`config.mk`:
```
export PLATFORM = sky130hd
export DESIGN_NAME = sipo_loader
export DESIGN_NICKNAME = d
export VERILOG_FILES = /design/src/rtl/sipo_loader.sv
export SDC_FILE = /design/constraint.sdc
export NUM_CORES = 1
export LEC_CHECK = 0
export CAP_MARGIN = 20
export CORE_UTILIZATION = 58
export CTS_BUF_LIST = sky130_fd_sc_hd__clkbuf_8
export CTS_CLUSTER_DIAMETER = 100
export CTS_CLUSTER_SIZE = 40
export DETAILED_ROUTE_END_ITERATION = 16
export PLACE_DENSITY_LB_ADDON = 0.08
export SKIP_LAST_GASP = 1
export SYNTH_ARGS = -nofsm -noshare
export SYNTH_HDL_FRONTEND = slang
export SYNTH_SLANG_ARGS = --single-unit
export TNS_END_PERCENT = 50
```
`constraint.sdc`:
```
create_clock -name clk -period 4.1 [get_ports clk]
set_clock_uncertainty 0.1 [all_clocks]
set_input_delay 1.025 -clock clk [delete_from_list [all_inputs] [get_ports clk]]
set_output_delay 1.025 -clock clk [all_outputs]
set_load 0.1 [all_outputs]
```
`src/rtl/sipo_loader.sv`:
```
// Serial-in, parallel-out word assembler with a framed valid/ready input and a one-cycle load strobe.
// Optional even-parity check on a trailing bit is enabled by defining SIPO_LOADER_PARITY_EN.
`timescale 1ns/1ps

module sipo_loader #(
  parameter int WIDTH     = 8,
  parameter bit MSB_FIRST = 1'b1
) (
  input  logic             clk,
  input  logic             rst,
  input  logic             ser_in,
  input  logic             ser_valid,
  input  logic             frame_start,
  output logic             ser_ready,
  output logic [WIDTH-1:0] data_out,
  output logic             load,
  output logic             busy,
  output logic             frame_err
);

  localparam int CW = $clog2(WIDTH + 1);
  localparam logic [CW-1:0] LAST_BIT = CW'(WIDTH - 1);

`ifdef SIPO_LOADER_PARITY_EN
  typedef enum logic [1:0] {S_IDLE, S_SHIFT, S_PARITY, S_LOAD} state_t;
`else
  typedef enum logic [1:0] {S_IDLE, S_SHIFT, S_LOAD} state_t;
`endif

  state_t          state;
  logic [CW-1:0]   count;
  logic [WIDTH-1:0] shreg;
  logic            accept;

  // Bit ordering is fixed by which end of the shift register takes the new bit.
  function automatic logic [WIDTH-1:0] shift_in(input logic [WIDTH-1:0] cur, input logic b);
    if (MSB_FIRST)
      return {cur[WIDTH-2:0], b};
    else
      return {b, cur[WIDTH-1:1]};
  endfunction

  assign ser_ready = !rst && (state != S_LOAD);
  assign accept    = ser_valid && ser_ready;

`ifdef SIPO_LOADER_PARITY_EN
  assign busy = (state == S_SHIFT) || (state == S_PARITY);
`else
  assign busy = (state == S_SHIFT);
`endif

  always_ff @(posedge clk) begin
    // NOTE: every register here uses <= so all updates see the pre-edge values, matching flop behaviour.
    if (rst) begin
      state     <= S_IDLE;
      count     <= '0;
      shreg     <= '0;
      data_out  <= '0;
      load      <= 1'b0;
      frame_err <= 1'b0;
    end else begin
      load      <= 1'b0;
      frame_err <= 1'b0;
      case (state)
        S_IDLE: begin
          if (accept) begin
            if (frame_start) begin
              shreg <= shift_in(shreg, ser_in);
              count <= CW'(1);
              state <= S_SHIFT;
            end else begin
              frame_err <= 1'b1;
            end
          end
        end

        S_SHIFT: begin
          if (accept) begin
            if (frame_start) begin
              // Restart: stale bits are flushed out by the WIDTH shifts that follow.
              frame_err <= 1'b1;
              shreg     <= shift_in(shreg, ser_in);
              count     <= CW'(1);
            end else if (count == LAST_BIT) begin
              count <= '0;
`ifdef SIPO_LOADER_PARITY_EN
              shreg <= shift_in(shreg, ser_in);
              state <= S_PARITY;
`else
              data_out <= shift_in(shreg, ser_in);
              load     <= 1'b1;
              state    <= S_LOAD;
`endif
            end else begin
              shreg <= shift_in(shreg, ser_in);
              count <= count + CW'(1);
            end
          end
        end

`ifdef SIPO_LOADER_PARITY_EN
        S_PARITY: begin
          if (accept) begin
            if (frame_start) begin
              frame_err <= 1'b1;
              shreg     <= shift_in(shreg, ser_in);
              count     <= CW'(1);
              state     <= S_SHIFT;
            end else if (ser_in == ^shreg) begin
              data_out <= shreg;
              load     <= 1'b1;
              count    <= '0;
              state    <= S_LOAD;
            end else begin
              frame_err <= 1'b1;
              count     <= '0;
              state     <= S_IDLE;
            end
          end
        end
`endif

        S_LOAD:  state <= S_IDLE;
        default: state <= S_IDLE;
      endcase
    end
  end

endmodule

```
Yosys cells after proc, flatten, opt, wreduce, memory -nomap -nowiden
Cells that the tools add are included.
{ "word_totals": {"out_inout_bits": 12, "in_bits": 5, "ramBits": 0, "romBits": 0, "n_memories": 0, "register_bits": 23, "latch_bits": 0, "wordCells": 53} }
{ "classes": {"multipliers": 0, "mux": 24, "n_lt_le_gt_ge": 0, "reduce_logical": 10, "shift": 0, "n_eq_ne": 9, "div_mod_pow": 0, "n_addsub": 1, "n_bitwise": 3} }
{ "ops": {"columns": ["op", "n"], "rows": [
  ["7-bit 2-to-1 mux", 5],
  ["4-bit 2-to-1 mux", 5],
  ["7-bit one-hot mux with 2 select lines", 1],
  ["2-bit 2-to-1 mux", 5],
  ["5-bit AND reduction", 2],
  ["2-bit inequality test, second input constant", 4],
  ["4-bit one-hot mux with 2 select lines", 1],
  ["4-bit AND reduction", 2],
  ["1-bit 2-to-1 mux", 5],
  ["4-bit by 1-bit adder with 4-bit output, second input constant", 1],
  ["4-bit by 3-bit == test with 1-bit output, second input constant", 1],
  ["2-bit by 1-bit inequality test with 1-bit output, second input constant", 2],
  ["2-bit one-hot mux with 2 select lines", 1],
  ["4-bit OR reduction", 1],
  ["3-bit inequality test, second input constant", 1],
  ["1-bit NOT", 3],
  ["2-bit by 1-bit == test with 1-bit output, second input constant", 1],
  ["1-bit logical AND", 2],
  ["2-bit zero test", 1],
  ["1-bit one-hot mux with 2 select lines", 1],
  ["2-bit nonzero test", 1],
  ["1-bit zero test", 1]
]} }

Logic depth before layout (Yosys ltp)
{ "depth": {"depth_word": 5, "mapped_depth": 6, "depth_no_buf": 5} }

Worst setup path after synthesis
Ideal clock, no wire load.
{ "synth_path": {"path_kind": "input-to-output", "start": "input rst", "end": "output ser_ready", "t_arrival_ns": 2.663, "required_time_ns": 2.975, "path_buffers": 2, "path_slack_ns": 0.312, "cell_stages": 3, "cell_sequence": "buf_2 -> clkbuf_1 -> nor2_1"} }
{ "synth_via": {"elab_chain_len": 2} }
{ "synth_rtl": {"columns": ["item", "line_no", "text"], "rows": [
  ["from (decl)", "10", "input logic rst,"],
  ["1-bit zero test", "43", "assign ser_ready = !rst && (state != S_LOAD);"],
  ["1-bit logical AND", "43", null],
  ["to (decl)", "14", "output logic ser_ready,"]
]} }
No other way between the ends.

Final worst setup path
Ends and elaborated chain as after synthesis.

==> results.toml <==
[final_layout]
layout.nets = 129
area_growth_pct = 21.95
stdcell_area_um2 = 1300
utilization = 0.7529
multi_input_area_um2 = 573.1
regArea_um2 = 460.4
final_common_cell = "dfxtp_1"
antenna_cells = 0
final_cell_mix = "23 x dfxtp_1, 14 x clkdlybuf4s50_1, 12 x nor2b_1, 12 x mux2_2, 5 x inv_1"
nFillCells = 143
layout-drive-gt1-share = 0.1750

[logic_synthesis]
synth_cell_types = 34
synth_xor_area_frac = 0
synth_edf_count = 0
postSynthCellCount = 103
ys_seq_area_frac = 0.4319
syn_area_um2 = 1066
yosysWarnings = 0
synth_compound_area_frac = 0.06690
muxShareOfSynthArea = 0.1549
synthFlopType = "dfxtp_1"
ys_ff_latch = 23
syn_area_per_cell_um2 = 10.35
synthAdderAreaFrac = 0.03521
async_flop_share = 0
synth_nets = 111
yosys.area_share.simple = 0.2805
synth_top_family_by_area = "simple AND/OR/NAND/NOR gates"

[power]
vdd_drop_max_uv = 224.5
p_leak_nw = 0.5146
power_density_nw_per_um2 = 312.1
power_uw = 405.7

[clock_tree]
clk_path_buf_depth = 2
tritoncts = "yes"
root_buffer = "clkbuf_8"
cts_inserted_buffers = 3
clk_latency_ns = 0.25
post_cts_resized = 0
hold_buffers = 0
htree_levels = 1
cts_setup_buffers = 0
cts_sinks = 23
path_clk_slew_ns = 0.07

[setup_path]
critPathLaunch = "rst"
rr_endpoint = "shreg[2]"
rrSetupSlack_ns = 1.97
r2r-start = "state[1]"
worstPathRequired_ns = 2.97
endpoint_kind = "primary output"
max_stage_delay_ns = 0.43
worstSetupPathType = "primary input to primary output"
critPathMaxFanout = 2
crit_arrival_ns = 1.88
cp_slowest_cell = "clkdlybuf4s50_1"
startpoint_type = "primary input"
path_cells = "clkdlybuf4s50_1, nor2_1, buf_12"
r2r_cells = 5

[timing]
finalSetupTns_ns = 0
grt_setup_unrepaired = "false"
tightest_slew_ns = 0.9642
setup_viol = 0
period_needed_ns = 3.001
slew-limit-headroom = 0.3552
finalCritPeriodShare = 0.7321
max_freq_mhz = 333.2
setup_ws_ns = 1.099
hold_viol = 0
drv_slew = 0

[route]
drt_first_pass_iters = 4
viasPerCell = 5.407
wl_per_cell_um = 12.47
ant_nets = 0
routed-via-count = 784
drcViolationCount = 0
drt_iter0_drc = 7
wl_um = 1808

[job]
drv_cap = 0

[place]
placed_area_um2 = 1255
portBuffers = 16
place_ws_ns = 0.9929
gp_congestion = 0.8907
place_hpwl_um = 1348

[floorplanning]
io-pin-count = 17
core_um2 = 1727
die_h_um = 44.87
dieWidth_um = 44.87
start_util = 0.6174
row_count = 15
dieArea_um2 = 2013

[global_routing]
track_usage = 0.2081
grt_pass1_wl_um = 3084
grt-ovfl-total = 0
grt_max_degree = 30
antenna_found_initial = 0
grt_pass1_vias = 711

[hold_path]
min_from = "data_out[0]"
hold_depth = 2
hold_class = "flip-flop to flip-flop"
hold_end = "data_out[0]"

[outcome]
outcome = "completed"
[stage by stage]
stage / hold WS, ns / instances
4_1_cts: 0.3832 / 145
3_5_place_dp: 0.3627 / 141
3_3_place_gp: 0.3479 / 141
6_report: 0.3811 / 145
2_1_floorplan: 0.3387 / 103
5_1_grt: 0.4065 / 145
[final cells by class]
cell class,count,share of cell area
Clock buffer,3,0.03176
Multi-Input combinational cell,72,0.4408
Clock inverter,1,0.002887
Inverter,4,0.01155
Sequential cell,23,0.3542
Tap cell,25,0.02406
Timing Repair Buffer,17,0.1347
[Yosys cell counts, types with 2 or more instances]
cell type / count / area (um^2)
a21oi_1: 3 / 15.01
and2b_1: 2 / 15.01
clkbuf_1: 2 / 7.510
dfxtp_1: 23 / 460.4
ha_1: 3 / 37.54
inv_1: 4 / 15.01
mux2_2: 12 / 135.1
mux2i_1: 3 / 30.03
nand2_1: 4 / 15.01
nand2b_1: 4 / 25.02
nand3_1: 3 / 15.01
nand4b_1: 2 / 17.52
nor2_1: 4 / 15.01
nor2b_1: 12 / 75.07
nor3b_1: 3 / 22.52
[state kept, by name, summed over array words and instances (netlist names)]
| name | flops |
|---|---|
| count | 4 |
| frame_err | 1 |
| data_out | 8 |
| load | 1 |
| state | 2 |
| shreg | 7 |
[logic make-up after synthesis]
logic type / count (synthesis)
adder cells (fa/ha/maj): 3
buffers and inverters: 8
multiplexers: 15
AND/OR/NAND/NOR: 44
flip-flops: 23
AO/OA/AOI/OAI: 10
[how the worst max path moves through the flow]
stage                endpoint  slack (ns)  cells after the start
global route        ser_ready        1.07                      3
global placement     shreg[3]        1.03                      6
finish              ser_ready        1.10                      3
CTS                 ser_ready        1.08                      3
floorplan           ser_ready        0.31                      3
detailed placement   shreg[2]        0.99                      6
[report_power, final]
group / internal [mW] / leakage, nW / switching, mW
registers: 0.226 / 0.186 / 0.00255
clock network: 0.0666 / 0.0269 / 0.0648
logic: 0.0167 / 0.302 / 0.0286
total: 0.310 / 0.515 / 0.0960
[critical path: cells and delay by family]
kind,cells,cell delay [ns]
buf+inv,2,0.64
simple gates,1,0.21
[metal layers]
layer	GRT usage	vias to the layer above	wire length [um]
met5	0	-	0
met4	0.09091	0	11
met3	0.04000	2	44
met2	0.3412	11	945
met1	0.2670	373	808
li1	-	398	-
Power figures use the tool's default switching activity.
==> RTL edit (config.mk and constraints unchanged) <==
One comparison of `count` changes from == to >=.
--- a/src/rtl/sipo_loader.sv
+++ b/src/rtl/sipo_loader.sv
@@ -82,5 +82,5 @@
               shreg     <= shift_in(shreg, ser_in);
               count     <= CW'(1);
-            end else if (count == LAST_BIT) begin
+            end else if (count >= LAST_BIT) begin
               count <= '0;
 `ifdef SIPO_LOADER_PARITY_EN
Formal check against the unedited RTL: no difference found for any inputs over 10 cycles, from zero or initial values and one cycle with rst high; that may be too few to reach the edited logic, so the function may still have changed.
==> RTL edit against the unedited design <==
- sequential cell count stayed put
- first-iteration DRC count grew to 2.9 times the old value
- design area decreased by 6.5%
- critical path type unchanged
- count of clock-buffer cells in the layout unchanged
- highest routed layer unchanged
- routed wire length increased by 7.8%
- worst setup slack got worse by 0.061 ns
- synthesized area down 8.0%
- total power hardly changed
==> RTL edit: results (changes against the unedited design) <==
diodes: 0  # unchanged
synth_fa_ha_area_frac: 0.0383  # +0.00305
synth_area_leaders: "dfxtp_1, mux2i_1, nor2_1, ha_1, a2111oi_4"
drt_iter0_markers: 20  # +13
vdd.ir_drop.worst_uv: 245  # +9.3%
layout-drive-gt1-share: 0.0833  # -0.0917
outcome: "finished clean"
via_per_inst: 5.71  # +5.5%
critPathMaxStageDelay_ns: 0.49  # +0.06 ns
grt_max_degree: 20  # -33%
synth.distinct_cells: 26  # -24%
grt.met2_usage: 0.391  # +0.0499
muxShareOfSynthArea: 0.153  # -0.00187
clk_path_buf_depth: 2  # unchanged
grt_antenna_before_repair: 0  # unchanged
wirelength_um: 1950  # +7.8%
syn_nets: 111  # unchanged
cp.arrival_ns: 1.94  # +0.06 ns
synth-compound-area-share: 0.0791  # +0.0122
gp_congestion: 0.851  # -4.4%
track_usage: 0.232  # +0.0236
met1_usage: 0.269  # +0.00213
intPower_mw: 0.307  # -0.78%
max_slew.worst_pin.slew_ns: 0.972  # +0.00743 ns
detailed_place_hpwl_um: 1340  # -0.63%
h-tree-depth: 1  # unchanged
path_max_fanout: 5  # +3
synthTopCellsByCount: "dfxtp_1, nor2_1, mux2i_1"
path_clk_slew_ns: 0.08
ys_seq_area_frac: 0.469  # +0.0375
power_leakage_nw: 0.436  # -15%
top_regs: "data_out x8, shreg x7, count x4"
grt_pass1_vias: 736  # +3.5%
cts-buffers-inserted: 3  # unchanged
use_met3: 0.0383  # -0.00170
grt_pass1_wl_um: 3220  # +4.2%
cts_resized: 0  # unchanged
==> RTL edit: changes by cell type after synthesis, moves of 3 or more <==
| cell | delta |
|---|---|
| nor2_1 | +18 |
| mux2_2 | -12 |
| mux2i_1 | +12 |
| nor2b_1 | -8 |
| inv_1 | -3 |
| nor4_1 | +3 |
==> RTL edit: worst min-delay path, stage by stage (launching register included) <==
cell	delay, ns
dfxtp_1	0.33
nand2_1	0.06
a21oi_1	0.05
==> RTL edit: cell type report <==
cell class | instances | area, um^2
Tap cell | 16 | 20.0
Timing Repair Buffer | 18 | 183
Fill cell | 105 | 327
Inverter | 1 | 3.75
Clock buffer | 3 | 41.3
Multi-Input combinational cell | 74 | 502
Sequential cell | 23 | 460
Clock inverter | 1 | 5.00
==> RTL edit: per-layer routing <==
metal | vias up | share of wire
met3 | 2 | 0.027
met4 | 0 | 0.013
met1 | 373 | 0.45
met2 | 14 | 0.51
li1 | 387 | -
met5 | - | 0
==> RTL edit: cell families (layout without fill, tap and decap cells) <==
| family | after synthesis | in the layout |
|---|---|---|
| flops | 23 | 23 |
| compound gates | 10 | 10 |
| buf+inv | 6 | 23 |
| fa+ha+maj | 3 | 3 |
| mux | 15 | 15 |
| simple gates | 46 | 46 |
==> RTL edit: path summary, 6_finish.rpt <==
check,start,slack (ns),cells past startpoint,to
hold / removal,count[1]$_SDFFE_PP0P_,0.38,2,count[1]$_SDFFE_PP0P_
setup reg to reg,state[1]$_SDFFE_PP0P_,1.87,5,shreg[3]$_SDFFE_PP0P_
hold reg to reg,count[1]$_SDFFE_PP0P_,0.38,2,count[1]$_SDFFE_PP0P_
setup / recovery,rst,1.04,3,ser_ready
==> RTL edit: power by group through the flow <==
stage	registers [mW]	logic (mW)	clock network, mW
global route	0.227	0.0427	0.149
floorplan	0.236	0.0240	0
detailed placement	0.232	0.0399	0
CTS	0.227	0.0403	0.140
finish	0.227	0.0406	0.138
global placement	0.232	0.0391	0
==> RTL edit: through the flow <==
stage	setup slack [ns]	util	cells	cell area, um^2	power [mW]
floorplan	0.484	-	103	981	0.260
global placement	1.05	0.758	132	1170	0.271
detailed placement	0.997	0.758	132	1170	0.272
CTS	1.04	0.788	136	1210	0.407
global route	0.986	0.788	136	1210	0.419
finish	1.04	0.788	136	1210	0.405
